`config.mk`:
```
export PLATFORM = sky130hd
export DESIGN_NAME = lfsr32_hex_source_flat
export DESIGN_NICKNAME = d
export VERILOG_FILES = /design/src/rtl/lfsr32_pkg.sv /design/src/rtl/lfsr32_hex_source_if.sv /design/src/rtl/key_debounce.sv /design/src/rtl/lfsr32_hex_source.sv /design/src/flat_wrapper.sv
export SDC_FILE = /design/constraint.sdc
export NUM_CORES = 1
export LEC_CHECK = 0
export BUFFER_PORTS_ARGS = -buffer_cell sky130_fd_sc_hd__buf_2
export CORE_MARGIN = 2
export CORE_UTILIZATION = 30
export CTS_BUF_LIST = sky130_fd_sc_hd__clkbuf_2 sky130_fd_sc_hd__clkbuf_4 sky130_fd_sc_hd__clkbuf_8
export CTS_CLUSTER_DIAMETER = 50
export DETAILED_ROUTE_END_ITERATION = 16
export PLACE_DENSITY = 0.45
export SETUP_SLACK_MARGIN = 0.15
export SYNTH_ARGS = -nofsm -noshare
export SYNTH_HDL_FRONTEND = slang
export SYNTH_SLANG_ARGS = --single-unit
```
`constraint.sdc`:
```
create_clock -name clk -period 2.6 [get_ports clk]
set_input_delay 0.39 -clock clk [delete_from_list [all_inputs] [get_ports clk]]
set_output_delay 0.39 -clock clk [all_outputs]
set_load 0.05 [all_outputs]
```
`src/rtl/lfsr32_pkg.sv`:
```
// Shared constants and the LFSR step function for the hex-display LFSR source.
package lfsr32_pkg;

   localparam int TAP_A = 31;
   localparam int TAP_B = 21;
   localparam int TAP_C = 1;
   localparam int TAP_D = 0;

   localparam logic [31:0] ZERO_SEED_FIX      = 32'h0000_0001;
   localparam logic [31:0] DEFAULT_RESET_SEED = 32'hACE1_0001;

   typedef enum logic [1:0] {
      EV_NONE = 2'd0,
      EV_LOAD = 2'd1,
      EV_STEP = 2'd2
   } lfsr_event_e;

   // x^32 + x^22 + x^2 + x + 1, shifting toward the MSB
   function automatic logic [31:0] lfsr_next(input logic [31:0] q);
      logic fb;
      fb = q[TAP_A] ^ q[TAP_B] ^ q[TAP_C] ^ q[TAP_D];
      return {q[30:0], fb};
   endfunction

endpackage

```
`src/rtl/lfsr32_hex_source_if.sv`:
```
// Key, seed and display-side signals of lfsr32_hex_source bundled as one port.
interface lfsr32_hex_source_if;
   logic        step_key_n;
   logic        load_key_n;
   logic [31:0] seed_i;
   logic        run_i;
   logic [31:0] lfsr_q;
   logic        upd_o;
   logic        seed_fix_o;

   modport master (
      output step_key_n, load_key_n, seed_i, run_i,
      input  lfsr_q, upd_o, seed_fix_o
   );

   modport slave (
      input  step_key_n, load_key_n, seed_i, run_i,
      output lfsr_q, upd_o, seed_fix_o
   );
endinterface

```
`src/rtl/key_debounce.sv`:
```
// Two-flop synchronizer, level debouncer and registered press pulse for one
// active-low KEY input.
module key_debounce #(
   parameter int DEB_CYCLES = 4
) (
   input  logic clk,
   input  logic rst_n,
   input  logic key_n,
   output logic press
);

   localparam int CW = (DEB_CYCLES > 1) ? $clog2(DEB_CYCLES + 1) : 1;
   localparam logic [CW-1:0] DEB_LAST = CW'(DEB_CYCLES - 1);

   logic [1:0]    sync_r;
   logic          level_r;
   logic [CW-1:0] cnt_r;
   logic          press_r;

   logic          level_nxt_s;
   logic [CW-1:0] cnt_nxt_s;
   logic          press_nxt_s;

   // synchronizer, accepted level, stability counter and press pulse registers
   always_ff @(posedge clk or negedge rst_n) begin
      if (!rst_n) begin
         sync_r  <= 2'b11;
         level_r <= 1'b1;
         cnt_r   <= '0;
         press_r <= 1'b0;
      end else begin
         sync_r  <= {sync_r[0], key_n};
         level_r <= level_nxt_s;
         cnt_r   <= cnt_nxt_s;
         press_r <= press_nxt_s;
      end
   end

   // count while the synchronized level disagrees; flip and flag presses on expiry
   always_comb begin
      level_nxt_s = level_r;
      cnt_nxt_s   = cnt_r;
      press_nxt_s = 1'b0;
      if (sync_r[1] != level_r) begin
         if (cnt_r == DEB_LAST) begin
            level_nxt_s = sync_r[1];
            cnt_nxt_s   = '0;
            press_nxt_s = level_r;
         end else begin
            cnt_nxt_s   = cnt_r + CW'(1);
         end
      end else begin
         cnt_nxt_s = '0;
      end
   end

   assign press = press_r;

endmodule

```
`src/rtl/lfsr32_hex_source.sv`:
```
// 32-bit Fibonacci LFSR stepped by a debounced KEY and seeded from a bus.
// Optional auto-run prescaler enabled by defining LFSR_AUTO_RUN_EN.
module lfsr32_hex_source
   import lfsr32_pkg::*;
#(
   parameter int          CLK_HZ       = 50_000_000,
   parameter int          DEB_CYCLES   = CLK_HZ / 100,
   parameter int          AUTO_STEP_HZ = 4,
   parameter logic [31:0] RESET_SEED   = DEFAULT_RESET_SEED
) (
   input logic                  clk,
   input logic                  rst_n,
   lfsr32_hex_source_if.slave   bus
);

   // a zero reset seed would lock the register, so it is swapped like a zero load
   localparam logic [31:0] RESET_VALUE = (RESET_SEED == 32'h0000_0000) ? ZERO_SEED_FIX : RESET_SEED;

   logic        step_press_s;
   logic        load_press_s;
   logic        tick_s;
   logic        step_s;
   lfsr_event_e ev_s;
   logic [31:0] lfsr_nxt_s;
   logic        fix_nxt_s;

   logic [31:0] lfsr_r;
   logic        upd_r;
   logic        fix_r;

   key_debounce #(.DEB_CYCLES(DEB_CYCLES)) u_step_key (
      .clk   (clk),
      .rst_n (rst_n),
      .key_n (bus.step_key_n),
      .press (step_press_s)
   );

   key_debounce #(.DEB_CYCLES(DEB_CYCLES)) u_load_key (
      .clk   (clk),
      .rst_n (rst_n),
      .key_n (bus.load_key_n),
      .press (load_press_s)
   );

`ifdef LFSR_AUTO_RUN_EN
   localparam int PRESC_MAX = (CLK_HZ / AUTO_STEP_HZ) - 1;
   localparam int PW        = (PRESC_MAX > 0) ? $clog2(PRESC_MAX + 1) : 1;
   localparam logic [PW-1:0] PRESC_LAST = PW'(PRESC_MAX);

   logic [PW-1:0] presc_r;

   // prescaler: free-runs while enabled, parked at zero otherwise
   always_ff @(posedge clk or negedge rst_n) begin
      if (!rst_n) begin
         presc_r <= '0;
      end else if (!bus.run_i || presc_r == PRESC_LAST) begin
         presc_r <= '0;
      end else begin
         presc_r <= presc_r + PW'(1);
      end
   end

   assign tick_s = bus.run_i && (presc_r == PRESC_LAST);
`else
   localparam int unused_rate_p = CLK_HZ / AUTO_STEP_HZ;
   logic unused_run_s;
   assign unused_run_s = bus.run_i;
   assign tick_s       = 1'b0;
`endif

   assign step_s = step_press_s | tick_s;

   // load beats step; a step arriving with a load is dropped
   always_comb begin
      ev_s       = EV_NONE;
      lfsr_nxt_s = lfsr_r;
      fix_nxt_s  = fix_r;
      if (load_press_s) begin
         ev_s = EV_LOAD;
      end else if (step_s) begin
         ev_s = EV_STEP;
      end else begin
         ev_s = EV_NONE;
      end
      case (ev_s)
         EV_LOAD: begin
            if (bus.seed_i == 32'h0000_0000) begin
               lfsr_nxt_s = ZERO_SEED_FIX;
               fix_nxt_s  = 1'b1;
            end else begin
               lfsr_nxt_s = bus.seed_i;
               fix_nxt_s  = 1'b0;
            end
         end
         EV_STEP: lfsr_nxt_s = lfsr_next(lfsr_r);
         default: begin
            lfsr_nxt_s = lfsr_r;
            fix_nxt_s  = fix_r;
         end
      endcase
   end

   // state, update strobe and zero-seed flag registers
   always_ff @(posedge clk or negedge rst_n) begin
      if (!rst_n) begin
         lfsr_r <= RESET_VALUE;
         upd_r  <= 1'b0;
         fix_r  <= 1'b0;
      end else begin
         lfsr_r <= lfsr_nxt_s;
         upd_r  <= (ev_s != EV_NONE);
         fix_r  <= fix_nxt_s;
      end
   end

   assign bus.lfsr_q     = lfsr_r;
   assign bus.upd_o      = upd_r;
   assign bus.seed_fix_o = fix_r;

endmodule
```
`src/flat_wrapper.sv`:
```
// flat-port wrapper written by rule: the top's interface ports become plain ports
module lfsr32_hex_source_flat import lfsr32_pkg::*;
#(
   parameter int          CLK_HZ       = 50_000_000,
   parameter int          DEB_CYCLES   = CLK_HZ / 100,
   parameter int          AUTO_STEP_HZ = 4,
   parameter logic [31:0] RESET_SEED   = DEFAULT_RESET_SEED
)
  (clk, rst_n, bus_step_key_n, bus_load_key_n, bus_seed_i, bus_run_i, bus_lfsr_q, bus_upd_o, bus_seed_fix_o);
  lfsr32_hex_source_if bus_i ();
  input logic clk;
  input logic rst_n;
  input wire logic [$bits(bus_i.step_key_n)-1:0] bus_step_key_n;
  input wire logic [$bits(bus_i.load_key_n)-1:0] bus_load_key_n;
  input wire logic [$bits(bus_i.seed_i)-1:0] bus_seed_i;
  input wire logic [$bits(bus_i.run_i)-1:0] bus_run_i;
  output wire logic [$bits(bus_i.lfsr_q)-1:0] bus_lfsr_q;
  output wire logic [$bits(bus_i.upd_o)-1:0] bus_upd_o;
  output wire logic [$bits(bus_i.seed_fix_o)-1:0] bus_seed_fix_o;
  assign bus_i.step_key_n = bus_step_key_n;
  assign bus_i.load_key_n = bus_load_key_n;
  assign bus_i.seed_i = bus_seed_i;
  assign bus_i.run_i = bus_run_i;
  assign bus_lfsr_q = bus_i.lfsr_q;
  assign bus_upd_o = bus_i.upd_o;
  assign bus_seed_fix_o = bus_i.seed_fix_o;
  lfsr32_hex_source #(.CLK_HZ(CLK_HZ), .DEB_CYCLES(DEB_CYCLES), .AUTO_STEP_HZ(AUTO_STEP_HZ), .RESET_SEED(RESET_SEED)) u_core (.clk(clk), .rst_n(rst_n), .bus(bus_i));
endmodule
```
Word-level counts from Yosys, hierarchy flattened

Cells that the tools add are included.

Muxes and demuxes: 13
Equality and inequality tests: 6
Bitwise operators: 3
$add $sub $neg: 2
Reductions and logical operators: 5

Operators with widths:

| cell                  | count |
|---|---|
| $mux 19               | 4 |
| $pmux 32 s2           | 1 |
| $add 19x1->19 const B | 2 |
| $eq 19x19->1 const B  | 2 |
| $logic_not 32->1      | 1 |
| $mux 32               | 1 |
| $mux 1                | 5 |
| $mux 2                | 2 |
| $reduce_and 2->1      | 2 |
| $reduce_bool 2->1     | 2 |
| $xor 1x1->1           | 3 |
| $eq 2x1->1 const B    | 1 |
| $eq 2x2->1 const B    | 1 |
| $ne 1x1->1            | 2 |

Bits of input ports: 37
Output and inout bits: 34
Word-level logic and storage cells: 40
Bits in registers: 80

Longest topological paths before layout

Gate-level depths: netlist (run 1).

Word-level depth: 4
Gate-level depth with buffers: 6
Gate-level depth less buffers: 5

Cells and area by module

Synthesis (run 1) repeated with hierarchy kept, for this count alone.

Cell total of the unflattened synthesis: 376
Area total of the unflattened synthesis: 3880.0 um2

By module, submodules not included:

| module            | area each (um2) | cells each | instances | sequential area each (um2) |
|---|---|---|---|---|
| key_debounce      | 1122.3          | 110        | 2         | 579.3 |
| lfsr32_hex_source | 1635.3          | 156        | 1         | 862.1 |

Worst setup path before layout (run 1)

No wires, ideal clock.

Path kind: flip-flop to flip-flop
Start: register u_core.u_load_key.cnt_r[0]
End: register u_core.u_load_key.cnt_r[10]
Arrival: 1.782 ns
Required time: 2.468 ns
Slack: 0.686 ns
Clock period less this slack: 1.914 ns
Library setup time: 0.132 ns
Path buffers: 1
Stages on the path, launching flop included: 7
Path through: dfrtp_1 -> ha_1 -> and4_1 -> nand4_1 -> o21ai_1 -> clkbuf_1 -> nor2_1

Longest elaborated chain between the ends: 3
Elaborated cells between the ends (all ways): 4
Classes of those cells: add/sub (1); eq/ne (1); mux (2)

Ends and longest elaborated chain:

| element                                       | RTL line                               | RTL |
|---|---|---|
| start: declaration                            | key_debounce.sv:17                     | `logic [CW-1:0] cnt_r;` |
| start signal: assignment                      | key_debounce.sv:34                     | `cnt_r <= cnt_nxt_s;` |
| $add 19x1->19 or $eq 19x19->1 (tied branches) | key_debounce.sv:50, key_debounce.sv:45 |  |
| $mux 19 *                                     | key_debounce.sv:45                     | `if (cnt_r == DEB_LAST) begin` |
| $mux 19 *                                     | key_debounce.sv:44                     | `if (sync_r[1] != level_r) begin` |
| net u_core.u_load_key.cnt_nxt_s[10]           | key_debounce.sv:21                     | `logic [CW-1:0] cnt_nxt_s;` |

The timed path passes the listed nets; every way through them passes the cells marked *.
A chain may end at the register's enable or synchronous reset.

Worst setup path after layout (run 1)

Start: register u_core.u_load_key.cnt_r[7]
End: register u_core.u_load_key.cnt_r[17]

The elaborated chain is that of the path after synthesis.

==> results of run 1 <==
## power breakdown
part	internal [mW]	total (mW)	leakage [nW]	switching (mW)
registers	1.26	1.27	0.937	0.0103
clock network	0.455	0.876	0.102	0.421
logic	0.0359	0.0964	0.613	0.0605
## flip-flops by register name, indices dropped and copies added (netlist names)
name                       count
u_core.u_load_key.cnt_r       19
u_core.u_load_key.press        1
u_core.u_step_key.press        1
u_core.u_step_key.sync_r       2
u_core.u_load_key.level_r      1
u_core.bus.lfsr_q             32
u_core.u_load_key.sync_r       2
u_core.u_step_key.cnt_r       19
u_core.u_step_key.level_r      1
u_core.bus.seed_fix_o          1
u_core.bus.upd_o               1
## kinds of logic after synthesis
kind of cell / Yosys count
buffers and inverters: 21
and+or+nand+nor: 154
adders and majority gates: 2
AOI/OAI and AO/OA: 57
xor gates and xnor gates: 27
DFF: 80
muxes: 33
## cells in the mapped netlist
library cell | count | area, sq um
nor3_1 | 5 | 25.0
or4_1 | 8 | 60.1
nand4_1 | 11 | 68.8
mux2i_1 | 31 | 310
o41ai_1 | 1 | 8.76
o21ai_1 | 1 | 5.00
nor4b_1 | 3 | 26.3
a21o_1 | 1 | 7.51
nand3_4 | 1 | 17.5
or2_2 | 2 | 12.5
and2_1 | 1 | 6.26
clkbuf_1 | 14 | 52.6
or4b_1 | 1 | 10.0
buf_2 | 1 | 5.00
dfrtp_1 | 65 | 1630
or3_1 | 7 | 43.8
and3_1 | 1 | 6.26
nand3b_1 | 1 | 7.51
mux2_2 | 2 | 22.5
nor4_1 | 14 | 87.6
or4b_2 | 1 | 10.0
xnor2_1 | 17 | 149
dfstp_2 | 15 | 394
and4b_1 | 1 | 10.0
o31ai_1 | 5 | 37.5
and4_1 | 2 | 17.5
a21oi_1 | 12 | 60.1
nand3_1 | 13 | 65.1
inv_1 | 5 | 18.8
nand2_1 | 48 | 180
nor2b_1 | 1 | 6.26
ha_1 | 2 | 25.0
o31ai_2 | 1 | 12.5
nor2_1 | 32 | 120
o21ai_0 | 36 | 180
xor2_1 | 10 | 87.6
buf_1 | 1 | 3.75
nor3b_1 | 1 | 7.51
## metal layers
layer / up-vias / share of wire / global-route usage
li1: 1473 / - / -
met1: 1366 / 0.49 / 0.173
met2: 67 / 0.45 / 0.205
met3: 4 / 0.055 / 0.0441
met4: 0 / 0.0072 / 0.0349
met5: - / 0 / 0
## area by class of cell
class / count / share of cell area
inverter: 5 / 0.00413
clock buffer: 16 / 0.0415
tap: 172 / 0.0473
sequential: 80 / 0.445
timing repair buffer: 77 / 0.0897
multi-input combinational: 273 / 0.372
## stage by stage
stage               instances  power (mW)  area, sq um   util
finish                    623        2.24         4550  0.365
global route              623        2.36         4550  0.365
CTS                       623        2.29         4550  0.365
detailed placement        607        1.39         4360  0.350
global placement          607        1.39         4360  0.350
floorplan                 374        1.31         3790      -
## worst max path at each step
stage / cells after the start / slack, ns / start / to
floorplan: 6 / 0.69 / u_core.u_load_key.cnt_r[0] / u_core.u_load_key.cnt_r[10]
global route: 4 / 0.45 / u_core.u_load_key.cnt_r[7] / u_core.u_load_key.cnt_r[15]
CTS: 4 / 0.55 / u_core.u_load_key.cnt_r[7] / u_core.u_load_key.cnt_r[15]
detailed placement: 4 / 0.56 / u_core.u_load_key.cnt_r[7] / u_core.u_load_key.cnt_r[15]
finish: 4 / 0.56 / u_core.u_load_key.cnt_r[7] / u_core.u_load_key.cnt_r[17]
global placement: 4 / 0.59 / u_core.u_load_key.cnt_r[7] / u_core.u_load_key.cnt_r[17]
==> flow_metrics.tcl, run 1 <==
set metrics [dict create \
    regArea_sq_um 2020 \
    die_w_um 116 \
    wl_per_cell_um 13.6 \
    synthMuxAreaShare 0.0877 \
    setup_viol 0 \
    clock_skew_ns 0.00469 \
    leakagePower_nw 1.65 \
    reg2reg_slack_ns 0.56 \
    post_synth.cell_area_avg_sq_um 10.1 \
    holdWs_ns 0.00958 \
    vdd_ir_drop_max_mv 0.296 \
    rr_startpoint "u_core.u_load_key.cnt_r[7]" \
    root_buffer "clkbuf_8" \
    worstHoldPathType "in2async" \
    drc 0 \
    post_cts.repair.setup_buffers 0 \
    synth-seq-cells 80 \
    grt_first_pass_wirelength_mm 13.7 \
    multi_input_area_sq_um 1690 \
    rows 41 \
    drive_gt1_frac 0.259 \
    finalHoldViolations 0 \
    syn-num-nets 413 \
    worstMarginPinSlew_ns 0.513 \
    coreArea_sq_um 12500 \
    yosys_warnings 0 \
    port_buffers 69 \
    critPathMaxFanout 8 \
    drtAntennaViolNets 0 \
    layout_commonest_cell "buf_2" \
    timing.slew.headroom 0.658 \
    drv_slew 0 \
    fillers 1316 \
    maxCapViolCount 0 \
    syn_inst 374 \
    ios 71 \
    period_minus_slack_ns 2.04 \
    synth-seq-area-share 0.532 \
    worst-path-buf-inv 0 \
    fmax_mhz 490 \
    drtIter0Drc 117 \
    cp-end-kind "register" \
    required_ns 2.88 \
    dp.final_hpwl_mm 6.19 \
    syn_area_sq_um 3790 \
    critPathTopFamily "simple AND/OR/NAND/NOR gates" \
    gp_congestion 0.744 \
    dieArea_sq_um 13600 \
    overflow 0 \
    fin_nets 485 \
    cts_tree "yes" \
    cts_max_path_buffers 2 \
    layout_common_cells "68 x buf_2, 63 x dfrtp_1, 48 x nand2_1" \
    r2r-end "u_core.u_load_key.cnt_r[17]" \
    grt_pass1_vias 2758 \
    clock-sinks 80 \
    rsz0062_at_grt "no" \
    insertion_delay_ns 0.35 \
    cts.htree.levels 3 \
    via_per_inst 4.67 \
    critPathKind "reg2reg" \
    post_cts_resized 0 \
    synth_fa_ha_area_frac 0.00659 \
    fin_crit_sh 0.786 \
    initial_utilization 0.304 \
    crit_path_max_incr_delay_ns 0.69 \
    path_clk_slew_ns 0.08 \
    antenna_found_initial 0 \
    status "complete, no violations" \
    crit_arrival_ns 2.32 \
    drt_first_pass_iters 4 \
    worst_slack_ns 0.558 \
    cts_buffers 9 \
    synth-compound-area-share 0.0821 \
    synth_xor_area_frac 0.0623 \
    area_delta_synth_final_pct 19.8 \
    dp_slack_ns 0.563 \
    cts-hold-fix-buffers 0 \
    rr_worst_depth 4 \
    route.vias.total 2910 \
    grt.total_usage 0.130 \
    synth-simple-area-share 0.208 \
    critical_path.slowest_cell "or4_1" \
    setup_tns_ns 0 \
    diodes 0 \
    powerDensity_nw_per_um2 493 \
    grt_max_degree 42 \
    die_y_um 116 \
    synth.distinct_cells 38 \
    routed_wl_mm 8.50 \
    setup.worst_path.start_class "register" \
    crit_chain "nand3_4 -> or4_1 -> or4b_1 -> a21oi_1" \
    synth_top_family_by_area "simple AND/OR/NAND/NOR gates" \
]
No activity file was read; power rests on OpenSTA's default activity.
==> run 2: changes to the inputs <==
Clock period 2.6 ns to 1.9 ns, I/O delays scaled along.
==> run 2 against run 1 <==
Sequential share of layout area is 4.7 points lower; total power is 40% higher; utilization is 4.4 points higher; wire length is 8.7% higher; first-iteration DRC count is 12% lower; setup slack worse by 0.42 ns; sequential power is 36% higher; highest routed layer unchanged.
==> flow_metrics.tcl, run 2 (synthesis gave the netlist of run 1 again) <==
set metrics [dict create \
    timing.slew.headroom 0.711 \
    wl_per_cell_um 13.8 \
    critPathTopFamily "simple AND/OR/NAND/NOR gates" \
    setup_tns_ns 0 \
    drtIter0Drc 103 \
    crit_chain "inv_2 -> or4_4 -> or4_4 -> a21oi_2" \
    setup.worst_path.start_class "register" \
    vdd_ir_drop_max_mv 0.259 \
    stdcell_count 671 \
    fillers 1286 \
    cts.htree.levels 3 \
    dp.final_hpwl_mm 6.49 \
    critPathMaxFanout 7 \
    gp_congestion 0.762 \
    powerDensity_nw_per_um2 613 \
    crit_path_max_incr_delay_ns 0.58 \
    area_delta_synth_final_pct 34.4 \
    largest_reg_flops 32 \
    diodes 0 \
    grt_pass1_vias 2945 \
    grt_first_pass_wirelength_mm 14.3 \
    antenna_found_initial 0 \
    cts_tree "yes" \
    rsz0062_at_grt "yes" \
    leakagePower_nw 1.93 \
    routed_wl_mm 9.24 \
    insertion_delay_ns 0.37 \
    maxCapViolCount 0 \
    setup_viol 0 \
    port_buffers 69 \
    grt.total_usage 0.137 \
    coreArea_sq_um 12500 \
    status "complete, no violations" \
    dp_cells 629 \
    worstHoldPathType "in2reg" \
    required_ns 2.19 \
    clock-sinks 80 \
    ios 71 \
    drc 0 \
    die_y_um 116 \
    critical_path.slowest_cell "or4_4" \
    root_buffer "clkbuf_8" \
    drtAntennaViolNets 0 \
    fin_crit_sh 0.928 \
    fin_nets 533 \
    fmax_mhz 567 \
    cts_buffers 9 \
    period_minus_slack_ns 1.76 \
    rows 41 \
    p_total_mw 3.13 \
    dieArea_sq_um 13600 \
    cts_max_path_buffers 2 \
    layout_commonest_cell "buf_2" \
    worst-path-buf-inv 1 \
    final_core_util 0.409 \
    path_clk_slew_ns 0.09 \
    crit_arrival_ns 2.05 \
    route.vias.total 3172 \
    overflow 0 \
    die_w_um 116 \
    drt_first_pass_iters 5 \
    initial_utilization 0.304 \
    drv_slew 0 \
    cp_common_cell "or4_4" \
    cp-end-kind "register" \
    grt_max_degree 37 \
    clock_skew_ns 0.0123 \
    drive_gt1_frac 0.385 \
    layout_common_cells "68 x buf_2, 59 x dfrtp_1, 48 x nand2_1" \
    finalHoldViolations 0 \
    worstMarginPinSlew_ns 0.430 \
    critPathKind "reg2reg" \
    via_per_inst 4.73 \
]
[run 2: cell count changes in the layout (fill, tap and decap cells not counted), sizes merged]
cell / change
buf: +45
clkbuf: -3
clkinv: +3
dlygate4sd3: +3
[run 2: power by group]
group	internal [mW]	leakage, nW	switching, mW	total, mW
clock	0.591	0.103	0.638	1.23
combinational	0.0731	0.895	0.0914	0.164
sequential	1.72	0.932	0.0137	1.73
total	2.38	1.93	0.743	3.13
[run 2: metrics by stage]
step / worst slack (ns) / area (sq um) / hold slack, ns
global route: 0.0826 / 5100 / 0.134
floorplan: 0.103 / 3840 / -0.0106
finish: 0.137 / 5100 / 0.135
detailed placement: 0.0326 / 4590 / 0.246
CTS: 0.134 / 4920 / 0.00352
global placement: 0.0358 / 4590 / 0.248
[run 2: what timing repair did]
item | in CTS | in global routing
hold buffers | 2 | 1
pin swaps | 6 | 10
setup endpoints to repair | 23 | 39
setup buffers | 12 | 11
endpoints found under the hold margin | 23 | 1
gates resized for setup | 6 | 23
cloned | 0 | 0
[run 2: path summary, 6_finish.rpt]
| kind | start | endpoint | slack [ns] | cells after the start |
|---|---|---|---|---|
| max reg2reg | u_core.u_step_key.cnt_r[9] | u_core.u_step_key.cnt_r[17] | 0.14 | 4 |
| max in group asynchronous | rst_n | u_core.bus.lfsr_q[26] | 0.87 | 3 |
| min reg2reg | u_core.u_load_key.sync_r[0] | u_core.u_load_key.sync_r[1] | 0.36 | 0 |
| min in group asynchronous | rst_n | u_core.bus.lfsr_q[8] | 0.39 | 2 |
| max | u_core.u_step_key.cnt_r[9] | u_core.u_step_key.cnt_r[17] | 0.14 | 4 |
| min | bus_seed_i[14] | u_core.bus.lfsr_q[14] | 0.13 | 3 |
[run 2: worst min-delay path, stage by stage]
cell and delay (ns):
buf_2 0.09, nand2_1 0.04, o21ai_0 0.06
[run 2: area by class of cell]
class,instances,area [sq um],area share
Sequential cell,80,2030,0.398
Multi-Input combinational cell,273,1830,0.359
Timing Repair Buffer,125,820,0.161
Tap cell,172,215,0.0422
Clock buffer,13,173,0.0339
Inverter,5,18.8,0.00368
Clock inverter,3,15.0,0.00294
[run 2: layer usage]
metal	GRT usage	up-vias	routed length, um
met3	0.0280	14	388
met5	0	-	0
li1	-	1570	-
met2	0.214	64	4250
met1	0.184	1524	4420
met4	0.0643	0	187
